`src/rtl/gpio_irq_ctrl.sv`:
```
// rtl/gpio_irq_ctrl.sv - GPIO synchroniser, debounce filter and sticky interrupt controller
module gpio_irq_ctrl #(
    parameter int N_CH        = 8,
    parameter int DEBOUNCE_W  = 16,
    parameter int SYNC_STAGES = 2
) (
    input  logic                    sys_clk,
    input  logic                    rst,
    input  logic [N_CH-1:0]         gpio_i,
    input  logic [DEBOUNCE_W-1:0]   debounce_limit,
    input  logic [2*N_CH-1:0]       irq_mode,
    input  logic [N_CH-1:0]         irq_en,
    input  logic [N_CH-1:0]         irq_clr,
    output logic [N_CH-1:0]         gpio_filt,
    output logic [N_CH-1:0]         irq_pending,
    output logic                    irq_o
);

    localparam logic [1:0] MODE_RISE  = 2'b00;
    localparam logic [1:0] MODE_FALL  = 2'b01;
    localparam logic [1:0] MODE_BOTH  = 2'b10;

    logic [SYNC_STAGES-1:0][N_CH-1:0] sync_q;
    logic [N_CH-1:0]                  sync;
    logic [DEBOUNCE_W-1:0]            cnt_q [N_CH];
    logic [DEBOUNCE_W-1:0]            cnt_d [N_CH];
    logic [N_CH-1:0]                  gpio_filt_q, gpio_filt_d;
    logic [N_CH-1:0]                  filt_q;
    logic [N_CH-1:0]                  rise, fall, evt;
    logic [N_CH-1:0]                  pending_q, pending_d;
    logic                             irq_q, irq_d;

    assign sync = sync_q[SYNC_STAGES-1];

    // Synchroniser chain: stage 0 samples the pads, the last stage feeds the debouncer.
    always_ff @(posedge sys_clk or posedge rst) begin
        if (rst) begin
            sync_q <= '0;
        end else begin
            sync_q <= {sync_q[SYNC_STAGES-2:0], gpio_i};
        end
    end

    // Debounce: a mismatch must survive debounce_limit+1 cycles; the >= compare
    // keeps the counter from running past the limit, so it never wraps.
    always_comb begin
        gpio_filt_d = gpio_filt_q;
        for (int i = 0; i < N_CH; i++) begin
            cnt_d[i] = cnt_q[i];
            if (sync[i] == gpio_filt_q[i]) begin
                cnt_d[i] = '0;
            end else if (cnt_q[i] >= debounce_limit) begin
                gpio_filt_d[i] = sync[i];
                cnt_d[i]       = '0;
            end else begin
                cnt_d[i] = cnt_q[i] + DEBOUNCE_W'(1);
            end
        end
    end

    // Debounce state and the one-cycle-delayed copy used for edge detection.
    always_ff @(posedge sys_clk or posedge rst) begin
        if (rst) begin
            gpio_filt_q <= '0;
            filt_q      <= '0;
            for (int i = 0; i < N_CH; i++) begin
                cnt_q[i] <= '0;
            end
        end else begin
            gpio_filt_q <= gpio_filt_d;
            filt_q      <= gpio_filt_q;
            for (int i = 0; i < N_CH; i++) begin
                cnt_q[i] <= cnt_d[i];
            end
        end
    end

    // Event selection per channel mode; set beats clear so no event is lost.
    always_comb begin
        rise = gpio_filt_q & ~filt_q;
        fall = ~gpio_filt_q & filt_q;
        evt  = '0;
        for (int i = 0; i < N_CH; i++) begin
            case (irq_mode[2*i +: 2])
                MODE_RISE: evt[i] = rise[i];
                MODE_FALL: evt[i] = fall[i];
                MODE_BOTH: evt[i] = rise[i] | fall[i];
                default:   evt[i] = gpio_filt_q[i];
            endcase
        end
        pending_d = (pending_q & ~irq_clr) | (evt & irq_en);
        irq_d     = |(pending_q & irq_en);
    end

    // Sticky pending flags and the registered aggregate request.
    always_ff @(posedge sys_clk or posedge rst) begin
        if (rst) begin
            pending_q <= '0;
            irq_q     <= 1'b0;
        end else begin
            pending_q <= pending_d;
            irq_q     <= irq_d;
        end
    end

    assign gpio_filt   = gpio_filt_q;
    assign irq_pending = pending_q;
    assign irq_o       = irq_q;

endmodule

```
`config.mk`:
```
export PLATFORM = sky130hd
export DESIGN_NAME = gpio_irq_ctrl
export DESIGN_NICKNAME = d
export VERILOG_FILES = /design/src/rtl/gpio_irq_ctrl.sv
export SDC_FILE = /design/constraint.sdc
export NUM_CORES = 1
export LEC_CHECK = 0
export CORE_MARGIN = 5
export CORE_UTILIZATION = 38
export CTS_CLUSTER_DIAMETER = 60
export DETAILED_ROUTE_END_ITERATION = 12
export PLACE_DENSITY = 0.56
export SYNTH_ARGS = -nofsm -noshare
export SYNTH_HDL_FRONTEND = slang
export SYNTH_SLANG_ARGS = --single-unit
```
`constraint.sdc`:
```
create_clock -name sys_clk -period 11 [get_ports sys_clk]
set_input_delay 2.2 -clock sys_clk [delete_from_list [all_inputs] [get_ports sys_clk]]
set_output_delay 2.2 -clock sys_clk [all_outputs]
set_load 0.01 [all_outputs]
```
==> flow_summary.json <==
{
  "yosysMostFrequentCell": "dfrtp_1",
  "synth_top_cell_by_area": "dfrtp_1",
  "drive_gt1_frac": 0.0573,
  "crit_path_start": "debounce_limit[15]",
  "post_drt_wl_per_cell_um": 16.1,
  "synth_seq_cells": 169,
  "timing.slew.headroom": 0.190,
  "finalPower_mw": 1.36,
  "dp_hpwl_um": 17500,
  "design_area_sq_mm": 0.0124,
  "syn-num-nets": 1284,
  "synthToLayoutAreaGrowth_pct": 16.4,
  "synth_cell_types": 43,
  "clock.fmax_mhz": 207,
  "syn_inst": 1074,
  "gp_congestion": 0.781,
  "synth-seq-area-share": 0.398,
  "rr_startpoint": "cnt_q[77]",
  "placed_area_sq_mm": 0.0118,
  "grt_max_degree": 107,
  "synth_ff_type": "dfrtp_1",
  "holdWs_ns": 0.349,
  "synth_common_cells": "dfrtp_1, ha_1, nor2_1",
  "synthTopCellsByArea": "dfrtp_1, ha_1, xor2_1, xnor2_1, nor3_1",
  "grt_use_total": 0.164,
  "grt_pass1_wl_um": 40700,
  "htreeDepth": 4,
  "die_x_um": 177,
  "antenna_found_initial": 0,
  "wl_um": 24900,
  "endpoint_kind": "flip-flop",
  "rsz0062_at_grt": "false",
  "syn_area_sq_mm": 0.0106,
  "cap_violations": 0,
  "cp_data_required_time_ns": 11.27,
  "post_cts_buffers": 0,
  "timing.final.crit_share": 0.440,
  "crit_path_start_kind": "input pin",
  "core_area_sq_mm": 0.0277,
  "drt_iter0_drc": 434,
  "fin_worst_skew_ns": 0.0116,
  "final_hold_viol_count": 0,
  "worst-path-max-fanout": 16,
  "numCtsBuffers": 17,
  "synth.top_cell.area_share": 0.398,
  "grt_pass1_vias": 7864,
  "die_y_um": 177,
  "clk_pin_slew_worst_paths_ns": 0.06,
  "n_antenna_cell": 0,
  "dr.pass1.iters": 5,
  "criticalPathCategory": "input pin to flip-flop",
  "powerDensity_mw_per_mm2": 110,
  "vias": 7944,
  "peakVddDrop_v": 0.0000992,
  "reg2reg_setup_slack_ns": 8.20,
  "finalMaxSlewViolations": 0,
  "crit_arrival_ns": 5.11,
  "initial_utilization": 0.384,
  "ant_nets": 0,
  "overflow": 0,
  "row_count": 61,
  "clockRootBuffer": "clkbuf_16",
  "clockBufferDepth": 2,
  "synth_warnings": 0,
  "clk_latency_ns": 0.43,
  "num_io_pins": 75,
  "setup_violations": 0,
  "io_buffers": 74,
  "layout.nets": 1366,
  "post-route-util": 0.447,
  "status": "finished clean",
  "synth-async-reset-ratio": 1.00,
  "drc_errors": 0,
  "cts_hold_buf": 0,
  "worstRegToRegCells": 6,
  "vias_per_cell": 5.14,
  "die_area_sq_mm": 0.0314,
  "r2r_end": "cnt_q[68]",
  "cts.sinks": 169,
  "worstHoldPathType": "flip-flop to flip-flop",
  "avgSynthCellArea_sq_um": 9.90,
  "cts_resized": 0,
  "worst_slew_pin_slew_ns": 1.21,
  "p_leak_nw": 5.69,
  "cts_tree": "built",
  "min_period_ns": 4.84,
  "synth_edf_count": 0,
  "crit_end": "cnt_q[68]",
  "fin_tns_setup_ns": 0
}
[metrics by stage]
step                cells  setup WS (ns)
finish               1547           6.16
detailed placement   1515           5.66
global placement     1515           5.71
global route         1547           5.94
CTS                  1547           6.11
floorplan            1074           4.22
[flip-flops by register name, summed over array words and instances, names as in the netlist]
register	flops
gpio_filt	8
sync	8
irq_pending	8
filt_q	8
cnt_q	128
sync_q	8
irq_o	1
[critical path, cell delays in order]
cell and delay [ns]:
clkdlybuf4s50_1 0.46, inv_1 0.18, ha_1 0.39, nand4_1 0.11, or3_1 0.41, nor4_1 0.34, or4_1 0.89, nor2_1 0.13
[worst min path at each step]
stage                    from  cells after the start  slack (ns)  endpoint
floorplan           sync_q[0]                      0        0.33   sync[0]
global placement    sync_q[0]                      0        0.33   sync[0]
detailed placement  sync_q[4]                      0        0.34   sync[4]
CTS                 sync_q[0]                      0        0.35   sync[0]
global route        sync_q[5]                      0        0.35   sync[5]
finish              sync_q[0]                      0        0.35   sync[0]
[where the power goes]
| part | total (mW) | leakage, nW | internal [mW] | switching (mW) |
|---|---|---|---|---|
| clock | 0.591 | 0.276 | 0.327 | 0.264 |
| combinational | 0.123 | 3.11 | 0.0525 | 0.0703 |
| sequential | 0.643 | 2.30 | 0.632 | 0.0116 |
[layer usage]
layer,GRT usage,up-vias,share of wire
met5,0,-,0
met1,0.218,3839,0.48
met3,0.0268,27,0.027
met4,0.0471,0,0.017
li1,-,3973,-
met2,0.277,105,0.48
[cells in the final DEF, fill, tap and decap left out, types with 6 or more instances in the layout]
master           instances
dfrtp_1                169
ha_1                   152
nor2_1                  85
nor3_1                  75
inv_1                   74
nand2_1                 74
clkdlybuf4s50_1         74
xor2_1                  73
nand3_1                 56
a21oi_1                 54
xnor2_1                 47
nand4_1                 37
o21ai_0                 34
and4_1                  20
and3_1                  19
clkbuf_16               17
nor2_4                   8
mux4_2                   8
mux2_2                   8
nor3b_1                  7
nand2b_1                 6
nor2b_1                  6
[layout make-up]
type / count / area (sq um)
inverters: 75 / 287
well taps: 378 / 473
clock inverters: 12 / 114
flip-flops and latches: 169 / 4230
multi-input cells: 814 / 6040
fillers: 2650 / 15300
clock buffers: 20 / 457
repair buffers: 79 / 778
[logic make-up after synthesis]
kind of cell,after synthesis,synth area share
AND/OR/NAND/NOR,406,0.196
flip-flops,169,0.398
adder cells (fa/ha/maj),152,0.179
AO/OA/AOI/OAI,120,0.0687
XOR/XNOR,120,0.0988
buffers and inverters,91,0.0343
multiplexers,16,0.0254
No activity file was read; power rests on OpenSTA's default activity.
